<file path="config.mk">
export PLATFORM = sky130hd
export DESIGN_NAME = wb_stage
export DESIGN_NICKNAME = d
export VERILOG_FILES = /design/src/rtl/pipe_pkg.sv /design/src/rtl/load_ext.sv /design/src/rtl/wb_stage.sv
export SDC_FILE = /design/constraint.sdc
export NUM_CORES = 1
export LEC_CHECK = 0
export ABC_AREA = 1
export CAP_MARGIN = 0
export CORE_ASPECT_RATIO = 2
export CORE_UTILIZATION = 34
export DETAILED_ROUTE_END_ITERATION = 8
export DONT_BUFFER_PORTS = 1
export PLACE_DENSITY = 0.48
export SLEW_MARGIN = 20
export SYNTH_ARGS = -nofsm -noshare
export SYNTH_HDL_FRONTEND = slang
export SYNTH_HIERARCHICAL = 1
export SYNTH_SLANG_ARGS = --single-unit
export TNS_END_PERCENT = 30
</file>
<file path="constraint.sdc">
create_clock -name clk -period 3.55 [get_ports clk]
set_clock_uncertainty 0.1 [all_clocks]
set_input_delay 0.355 -clock clk [delete_from_list [all_inputs] [get_ports clk]]
set_output_delay 0.355 -clock clk [all_outputs]
set_load 0.05 [all_outputs]
</file>
<file path="src/rtl/pipe_pkg.sv">
// Shared pipeline definitions: datapath widths and the writeback/load
// encodings used by the stage registers, the register file and forwarding.
package pipe_pkg;

    localparam int XLEN = 32;
    localparam int REGW = 5;

    typedef enum logic [1:0] {
        WB_ALU = 2'd0,
        WB_MEM = 2'd1,
        WB_PC4 = 2'd2,
        WB_IMM = 2'd3
    } wb_sel_e;

    // Encodings 5-7 are not named; consumers treat them as LD_W.
    typedef enum logic [2:0] {
        LD_B  = 3'd0,
        LD_BU = 3'd1,
        LD_H  = 3'd2,
        LD_HU = 3'd3,
        LD_W  = 3'd4
    } ld_type_e;

endpackage

</file>
<file path="src/rtl/load_ext.sv">
// Load formatter: picks the addressed byte or halfword out of the memory
// word and sign- or zero-extends it; words pass through untouched.
module load_ext #(
    parameter int XLEN = pipe_pkg::XLEN
) (
    input  logic [XLEN-1:0] in_mem,
    input  logic [2:0]      in_ld_type,
    input  logic [1:0]      in_addr_lo,
    output logic [XLEN-1:0] ld_data
);
    import pipe_pkg::*;

    logic [7:0]  byte_sel;
    logic [15:0] half_sel;

    // Halfword select uses only addr_lo[1]; a misaligned low bit is ignored.
    always_comb begin
        byte_sel = in_mem[{in_addr_lo, 3'b000} +: 8];
        half_sel = in_mem[{in_addr_lo[1], 4'b0000} +: 16];
        ld_data  = in_mem;
        case (in_ld_type)
            LD_B:    ld_data = {{(XLEN-8){byte_sel[7]}}, byte_sel};
            LD_BU:   ld_data = {{(XLEN-8){1'b0}}, byte_sel};
            LD_H:    ld_data = {{(XLEN-16){half_sel[15]}}, half_sel};
            LD_HU:   ld_data = {{(XLEN-16){1'b0}}, half_sel};
            default: ld_data = in_mem;
        endcase
    end

endmodule

</file>
<file path="src/rtl/wb_stage.sv">
// MEM/WB stage register: formats and selects the writeback value, drives the
// register-file write port from flops and counts retired instructions.
module wb_stage #(
    parameter int XLEN = pipe_pkg::XLEN,
    parameter int REGW = pipe_pkg::REGW
) (
    input  logic            clk,
    input  logic            rst_n,
    input  logic            stall_i,
    input  logic            flush_i,
    input  logic            in_valid,
    input  logic [REGW-1:0] in_rd,
    input  logic            in_rf_we,
    input  logic [1:0]      in_wb_sel,
    input  logic [2:0]      in_ld_type,
    input  logic [1:0]      in_addr_lo,
    input  logic [XLEN-1:0] in_alu,
    input  logic [XLEN-1:0] in_mem,
    input  logic [XLEN-1:0] in_pc,
    input  logic [XLEN-1:0] in_imm,
    output logic [REGW-1:0] wb_rd,
    output logic [XLEN-1:0] wb_wd,
    output logic            wb_we,
    output logic            wb_valid,
    output logic [XLEN-1:0] wb_pc,
    output logic [63:0]     instret
);
    import pipe_pkg::*;

    logic [XLEN-1:0] ld_fmt;
    logic [XLEN-1:0] sel_wd;

    logic            valid_d,   valid_q;
    logic            we_d,      we_q;
    logic [REGW-1:0] rd_d,      rd_q;
    logic [XLEN-1:0] wd_d,      wd_q;
    logic [XLEN-1:0] pc_d,      pc_q;
    logic [63:0]     instret_d, instret_q;

    load_ext #(.XLEN(XLEN)) u_load_ext (
        .in_mem     (in_mem),
        .in_ld_type (in_ld_type),
        .in_addr_lo (in_addr_lo),
        .ld_data    (ld_fmt)
    );

    always_comb begin
        sel_wd = in_alu;
        case (in_wb_sel)
            WB_ALU:  sel_wd = in_alu;
            WB_MEM:  sel_wd = ld_fmt;
            WB_PC4:  sel_wd = in_pc + XLEN'(4);
            WB_IMM:  sel_wd = in_imm;
            default: sel_wd = in_alu;
        endcase
    end

    // Flush beats stall; a flush clears only valid/we and leaves the payload.
    always_comb begin
        valid_d   = valid_q;
        we_d      = we_q;
        rd_d      = rd_q;
        wd_d      = wd_q;
        pc_d      = pc_q;
        instret_d = instret_q;
        if (flush_i) begin
            valid_d = 1'b0;
            we_d    = 1'b0;
        end else if (!stall_i) begin
            valid_d = in_valid;
            we_d    = in_valid & in_rf_we & (in_rd != '0);
            rd_d    = in_rd;
            wd_d    = sel_wd;
            pc_d    = in_pc;
            if (in_valid) begin
                instret_d = instret_q + 64'd1;
            end
        end
    end

    always_ff @(posedge clk or negedge rst_n) begin
        if (!rst_n) begin
            valid_q   <= 1'b0;
            we_q      <= 1'b0;
            rd_q      <= '0;
            wd_q      <= '0;
            pc_q      <= '0;
            instret_q <= '0;
        end else begin
            valid_q   <= valid_d;
            we_q      <= we_d;
            rd_q      <= rd_d;
            wd_q      <= wd_d;
            pc_q      <= pc_d;
            instret_q <= instret_d;
        end
    end

    assign wb_valid = valid_q;
    assign wb_we    = we_q;
    assign wb_rd    = rd_q;
    assign wb_wd    = wd_q;
    assign wb_pc    = pc_q;
    assign instret  = instret_q;

endmodule

</file>
==> results of run 1 <==
-- cells by family (layout without fill, tap and decap cells) --
family                   Yosys count  count (layout)  share of synthesized area, %
adder cells (fa/ha/maj)            2               2                         0.279
XOR/XNOR                          40              40                          3.90
AO/OA/AOI/OAI                    101             101                          7.01
buffers and inverters            172             215                          7.58
AND/OR/NAND/NOR                  897             897                          43.6
flip-flops                       135             135                          37.6
-- power groups by stage --
stage | Sequential [W] | Combinational [W] | Clock, W
final | 0.00228 | 0.000578 | 0.00188
after global routing | 0.00230 | 0.000648 | 0.00197
after CTS | 0.00229 | 0.000583 | 0.00192
after detailed placement | 0.00232 | 0.000544 | 0
after global placement | 0.00232 | 0.000536 | 0
after floorplan | 0.00230 | 0.000364 | 0
-- Yosys cell counts (all sizes together) --
cell type / number / area share (%)
a21boi: 1 / 0.084
a21oi: 2 / 0.15
a221oi: 25 / 2.4
a31oi: 3 / 0.21
and2: 2 / 0.17
buf: 17 / 1.1
clkbuf: 21 / 0.88
clkinv: 1 / 0.042
dfrtp: 135 / 38
ha: 2 / 0.28
inv: 133 / 5.6
nand2: 522 / 22
nand3: 118 / 7.9
nand3b: 4 / 0.33
nand4: 27 / 2.1
nor2: 200 / 9.5
nor3: 10 / 0.67
nor3b: 2 / 0.17
nor4: 2 / 0.14
o211ai: 5 / 0.42
o21ai: 62 / 3.5
o21bai: 2 / 0.17
o31ai: 1 / 0.084
or2: 10 / 0.70
xnor2: 19 / 1.9
xor2: 21 / 2.0
-- through the flow --
step                      setup slack (ps)  total power [W]  hold WS [ps]  utilization, %
after detailed placement              1100          0.00286         -35.8            36.1
after global routing                   811          0.00492          -517            39.9
after CTS                             1070          0.00479          -521            39.9
after floorplan                       1560          0.00267         -40.6               -
after global placement                1090          0.00285         -35.9            36.1
final                                 1110          0.00474          -498            39.9
-- final cells by class --
class / count / share of cell area, %
clock inverters: 14 / 1.70
inverters: 134 / 4.88
clock buffers: 18 / 4.16
multi-input cells: 1040 / 47.9
flip-flops and latches: 135 / 32.8
well taps: 340 / 4.13
repair buffers: 49 / 4.49
-- per-layer routing --
layer / track usage [%] / part of all wire [%] / vias up
li1: - / - / 4336
met3: 6.84 / 6.0 / 96
met2: 52.8 / 57 / 355
met1: 22.7 / 31 / 4084
met4: 18.1 / 6.6 / 0
met5: 0 / 0 / -
-- critical path: cells and delay by family, from the launching register on --
family / cells / cell delay (ps)
simple gates: 9 / 1540
flops: 1 / 690
-- worst min-delay path by stage --
stage / slack (ps) / cells past startpoint / end / from
after floorplan: -40 / 0 / instret[0]$_DFFE_PN0P_ / rst_n
after global routing: -520 / 0 / instret[13]$_DFFE_PN0P_ / rst_n
after detailed placement: -40 / 0 / instret[15]$_DFFE_PN0P_ / rst_n
after CTS: -520 / 0 / wb_wd[1]$_DFFE_PN0P_ / rst_n
final: -500 / 0 / instret[13]$_DFFE_PN0P_ / rst_n
after global placement: -40 / 0 / instret[15]$_DFFE_PN0P_ / rst_n
-- flip-flops by register name (all words and copies together), names as in the netlist --
name and count:
wb_pc 32, instret 64, wb_wd 32, wb_we 1
wb_rd 5, wb_valid 1
==> flow_summary.toml, run 1 <==
[grt]
antenna_found_initial = 0
grt_use_total_pct = 27.0
grt_pass1_wl_um = 52600
grt_pass1_vias = 9057
grt_max_degree = 136
grt_overflow_total = 0

[critical_path]
reg2reg_depth = 9
worstSetupStartpointType = "flop"
cp.arrival_ps = 2670
required_ps = 3780
startpoint = "instret[8]$_DFFE_PN0P_"
reg2reg_slack_ps = 1110
path_cells = "nand2_1, nor2_1, nand2_1, nor2_1, nand3_1, nor2_1, nand3_1, nand2_1, nand2_1"
cp_common_cell = "nand2_1"
r2r-start = "instret[8]$_DFFE_PN0P_"
crit_path_end = "instret[55]$_DFFE_PN0P_"
slowest_stage = "dfrtp_1"
crit_type = "flop to flop"
crit_fanout = 5
endpoint_kind = "flop"
max_stage_delay_ps = 690
timing.rr.end = "instret[55]$_DFFE_PN0P_"

[route]
route.detailed.drc = 0
viasPerCell = 5.13
routed_wl_um = 35500
first_iter_violations = 425
post_drt_wl_per_cell_um = 20.5
postRouteAntennaNets = 0
vias = 8871
dr.pass1.iters = 5

[finish]
regArea_um2 = 3380
drive_gt1_share_pct = 7.84
fillers = 2765
instances_no_fill = 1730
final_common_cell = "nand2_1"
multi_input_area_um2 = 4930
final_cell_mix = "nand2_1, nor2_1, dfrtp_1, inv_1, nand3_1"
num_antenna_cells = 0
fin_area_um2 = 10300
synthToLayoutAreaGrowth_pct = 14.7
final_nets = 1525

[sta]
fmaxAchievable_ghz = 0.410
min_period_over_period_pct = 68.7
holdWs_ps = -498
min_period_ps = 2440
slew_viol_final = 0
max_slew_margin_pct = 28.3
fin_setup_tns_ps = 0
rsz0062_at_grt = "no"
final-setup-viol-count = 0
finalHoldViolations = 135
worst_slew_pin_slew_ps = 1070

[die]
die_h_um = 232
fp.dieArea_um2 = 27100
ios = 281
die_x_um = 117
start_util_pct = 34.7
coreArea_um2 = 25900
fp-row-count = 83

[power_and_ir_drop]
p_comb_share_pct = 12.2
power_frac_seq_pct = 48.2
leakage_nw = 4.93
internal_power_w = 0.00299
ir_drop_uv = 313
p_sw_w = 0.00175
p_per_area_nw_per_um2 = 460
clockPowerShare_pct = 39.6
switching_share_pct = 36.9

[yosys]
synthDistinctLibCells = 42
synth.yosys.warnings = 6
syn_inst = 1347
syn_avg_cell_area_um2 = 6.67
synth_area_um2 = 8980
syn-num-nets = 1495
seq_area_frac_synth_pct = 37.6
synth-seq-cells = 135

[cts]
root_buffer = "clkbuf_16"
cts_buffer_depth = 2
cts_tree = "built"
numCtsBuffers = 17
postCtsSetupBuffers = 0
htreeDepth = 4
post_cts_resized = 0
clock_latency_ps = 440
clock-sinks = 135
path_clk_slew_ps = 60
cts_hold_buf = 38

[placed_design]
hpwl_um = 27800
detailed_place.area_um2 = 9320
dp.cells = 1660
gp_congestion = 0.872
port_buffers = 0

[min_path]
min_path_type = "input port to asynchronous set/reset pin"

[flow_run]
drv_cap = 0

[outcome]
violations = "hold timing"
status = "finished, violations left"
(Power assumes the default switching activity.)
==> run 2, diff against run 1 <==
==> constraint.sdc (replaced) <==
create_clock -name clk -period 2.5 [get_ports clk]
set_clock_uncertainty 0.1 [all_clocks]
set_input_delay 0.25 -clock clk [delete_from_list [all_inputs] [get_ports clk]]
set_output_delay 0.25 -clock clk [all_outputs]
set_load 0.05 [all_outputs]
==> run 2 against run 1 <==
Critical path depth increased by 2; design area increased by 11%; global-route usage increased by 1.4 points; sequential share of layout area decreased by 3.2 points; first-iteration DRC count increased by 4.7%; the flow still finishes with violations (hold timing); sequential cell count unchanged; die area unchanged; sequential power increased by 39%; clock power increased by 39%; final cell count increased by 7.3%; non-clock buffer count increased by 126.
==> flow_summary.toml, run 2 (same netlist as run 1, synthesis figures left out) <==
[sta]
fmaxAchievable_ghz = 0.424
worst_slew_pin_slew_ps = 751
finalHoldViolations = 136
final-setup-viol-count = 0
fin_setup_tns_ps = 0
slew_viol_final = 0
rsz0062_at_grt = "no"
min_period_over_period_pct = 94.4
min_period_ps = 2360
holdWs_ps = -599
max_slew_margin_pct = 49.9

[cts]
clock-sinks = 135
root_buffer = "clkbuf_16"
cts_buffer_depth = 2
path_clk_slew_ps = 70
numCtsBuffers = 17
cts_hold_buf = 94
cts_tree = "built"
htreeDepth = 4
clock_latency_ps = 440
postCtsSetupBuffers = 0

[finish]
final_nets = 1651
final_common_cell = "nand2_1"
multi_input_area_um2 = 4950
fillers = 2723
num_antenna_cells = 0
fin_area_um2 = 11400
synthToLayoutAreaGrowth_pct = 27.1
drive_gt1_share_pct = 12.1
largest_register_ffs = 64
final_cell_mix = "nand2_1, nor2_1, dfrtp_1, inv_1, nand3_1"
regArea_um2 = 3380

[power_and_ir_drop]
internal_power_w = 0.00431
p_comb_share_pct = 15.5
switching_share_pct = 37.0
p_sw_w = 0.00253
clockPowerShare_pct = 38.3
power_frac_seq_pct = 46.3
p_per_area_nw_per_um2 = 599
total_power_w = 0.00684
leakage_nw = 5.49
ir_drop_uv = 467

[die]
start_util_pct = 34.7
coreArea_um2 = 25900
fp.dieArea_um2 = 27100
die_x_um = 117
fp-row-count = 83
die_h_um = 232
ios = 281

[critical_path]
cp.arrival_ps = 2600
worstSetupStartpointType = "input port"
required_ps = 2740
endpoint_kind = "flop"
crit_type = "input port to flop"
crit_fanout = 7

[route]
post_drt_wl_per_cell_um = 20.0
postRouteAntennaNets = 0
vias = 9483
route.detailed.drc = 0
viasPerCell = 5.11
dr.pass1.iters = 6
routed_wl_um = 37100
first_iter_violations = 445

[grt]
grt_pass1_wl_um = 55500
grt_overflow_total = 0
antenna_found_initial = 0
grt_max_degree = 136
grt_pass1_vias = 9795
grt_use_total_pct = 28.4

[placed_design]
port_buffers = 0
hpwl_um = 29100
detailed_place.area_um2 = 9860
gp_congestion = 0.884

[flow_run]
drv_cap = 0

[outcome]
violations = "hold timing"
status = "finished, violations left"

[min_path]
min_path_type = "input port to asynchronous set/reset pin"
==> run 2: power by group through the flow <==
| stage | Combinational, W | Clock, W | Sequential [W] |
|---|---|---|---|
| floorplan | 0.000516 | 0 | 0.00327 |
| global placement | 0.000913 | 0 | 0.00321 |
| detailed placement | 0.000924 | 0 | 0.00321 |
| CTS | 0.00106 | 0.00269 | 0.00317 |
| global route | 0.00117 | 0.00276 | 0.00318 |
| finish | 0.00106 | 0.00262 | 0.00317 |
==> run 2: worst paths after layout <==
path / endpoint / startpoint / slack, ps / cells past startpoint
min in group clk: wb_wd[12]$_DFFE_PN0P_ / in_wb_sel[1] / 0 / 4
worst min-delay path: instret[16]$_DFFE_PN0P_ / rst_n / -600 / 0
worst max register to register: wb_valid$_DFFE_PN0P_ / wb_valid$_DFFE_PN0P_ / 400 / 4
max in group asynchronous: wb_wd[13]$_DFFE_PN0P_ / rst_n / 2690 / 0
worst min register to register: instret[22]$_DFFE_PN0P_ / instret[22]$_DFFE_PN0P_ / 420 / 1
worst max-delay path: wb_wd[28]$_DFFE_PN0P_ / in_pc[5] / 140 / 11
==> run 2: metal layers <==
metal	part of all wire [%]	vias up	GRT usage, %
met5	0	-	0
met4	8.3	0	22.3
met3	6.1	128	7.18
li1	-	4600	-
met2	55	362	54.1
met1	30	4393	23.8
==> run 2: timing repair <==
action | 4_1_cts | 5_1_grt
hold endpoints to repair | 214 | 135
gates resized for setup | 0 | 5
endpoints found under the setup margin | 0 | 9
==> run 2: critical path, stage by stage <==
cell,delay [ps]
dlygate4sd3_1,570
inv_1,90
nor2_2,200
nand2_1,260
nor2_2,270
nand3_1,100
nand3_1,120
nand2_1,60
nand2_1,60
dlygate4sd3_1,540
nand2_1,60
==> run 2: metrics by stage <==
step | worst slack, ps | cells | util, %
finish | 139 | 1856 | 44.2
global route | 13.1 | 1856 | 44.2
CTS | 78.1 | 1856 | 44.1
detailed placement | 437 | 1730 | 38.1
global placement | 487 | 1730 | 38.1
floorplan | 509 | 1347 | -
==> run 2: area by class of cell <==
| type | count | area share, % |
|---|---|---|
| Tap cell | 340 | 3.73 |
| Timing Repair Buffer | 175 | 13.7 |
| Inverter | 134 | 4.40 |
| Clock inverter | 13 | 1.28 |
| Multi-Input combinational cell | 1040 | 43.4 |
| Sequential cell | 135 | 29.6 |
| Clock buffer | 19 | 3.97 |
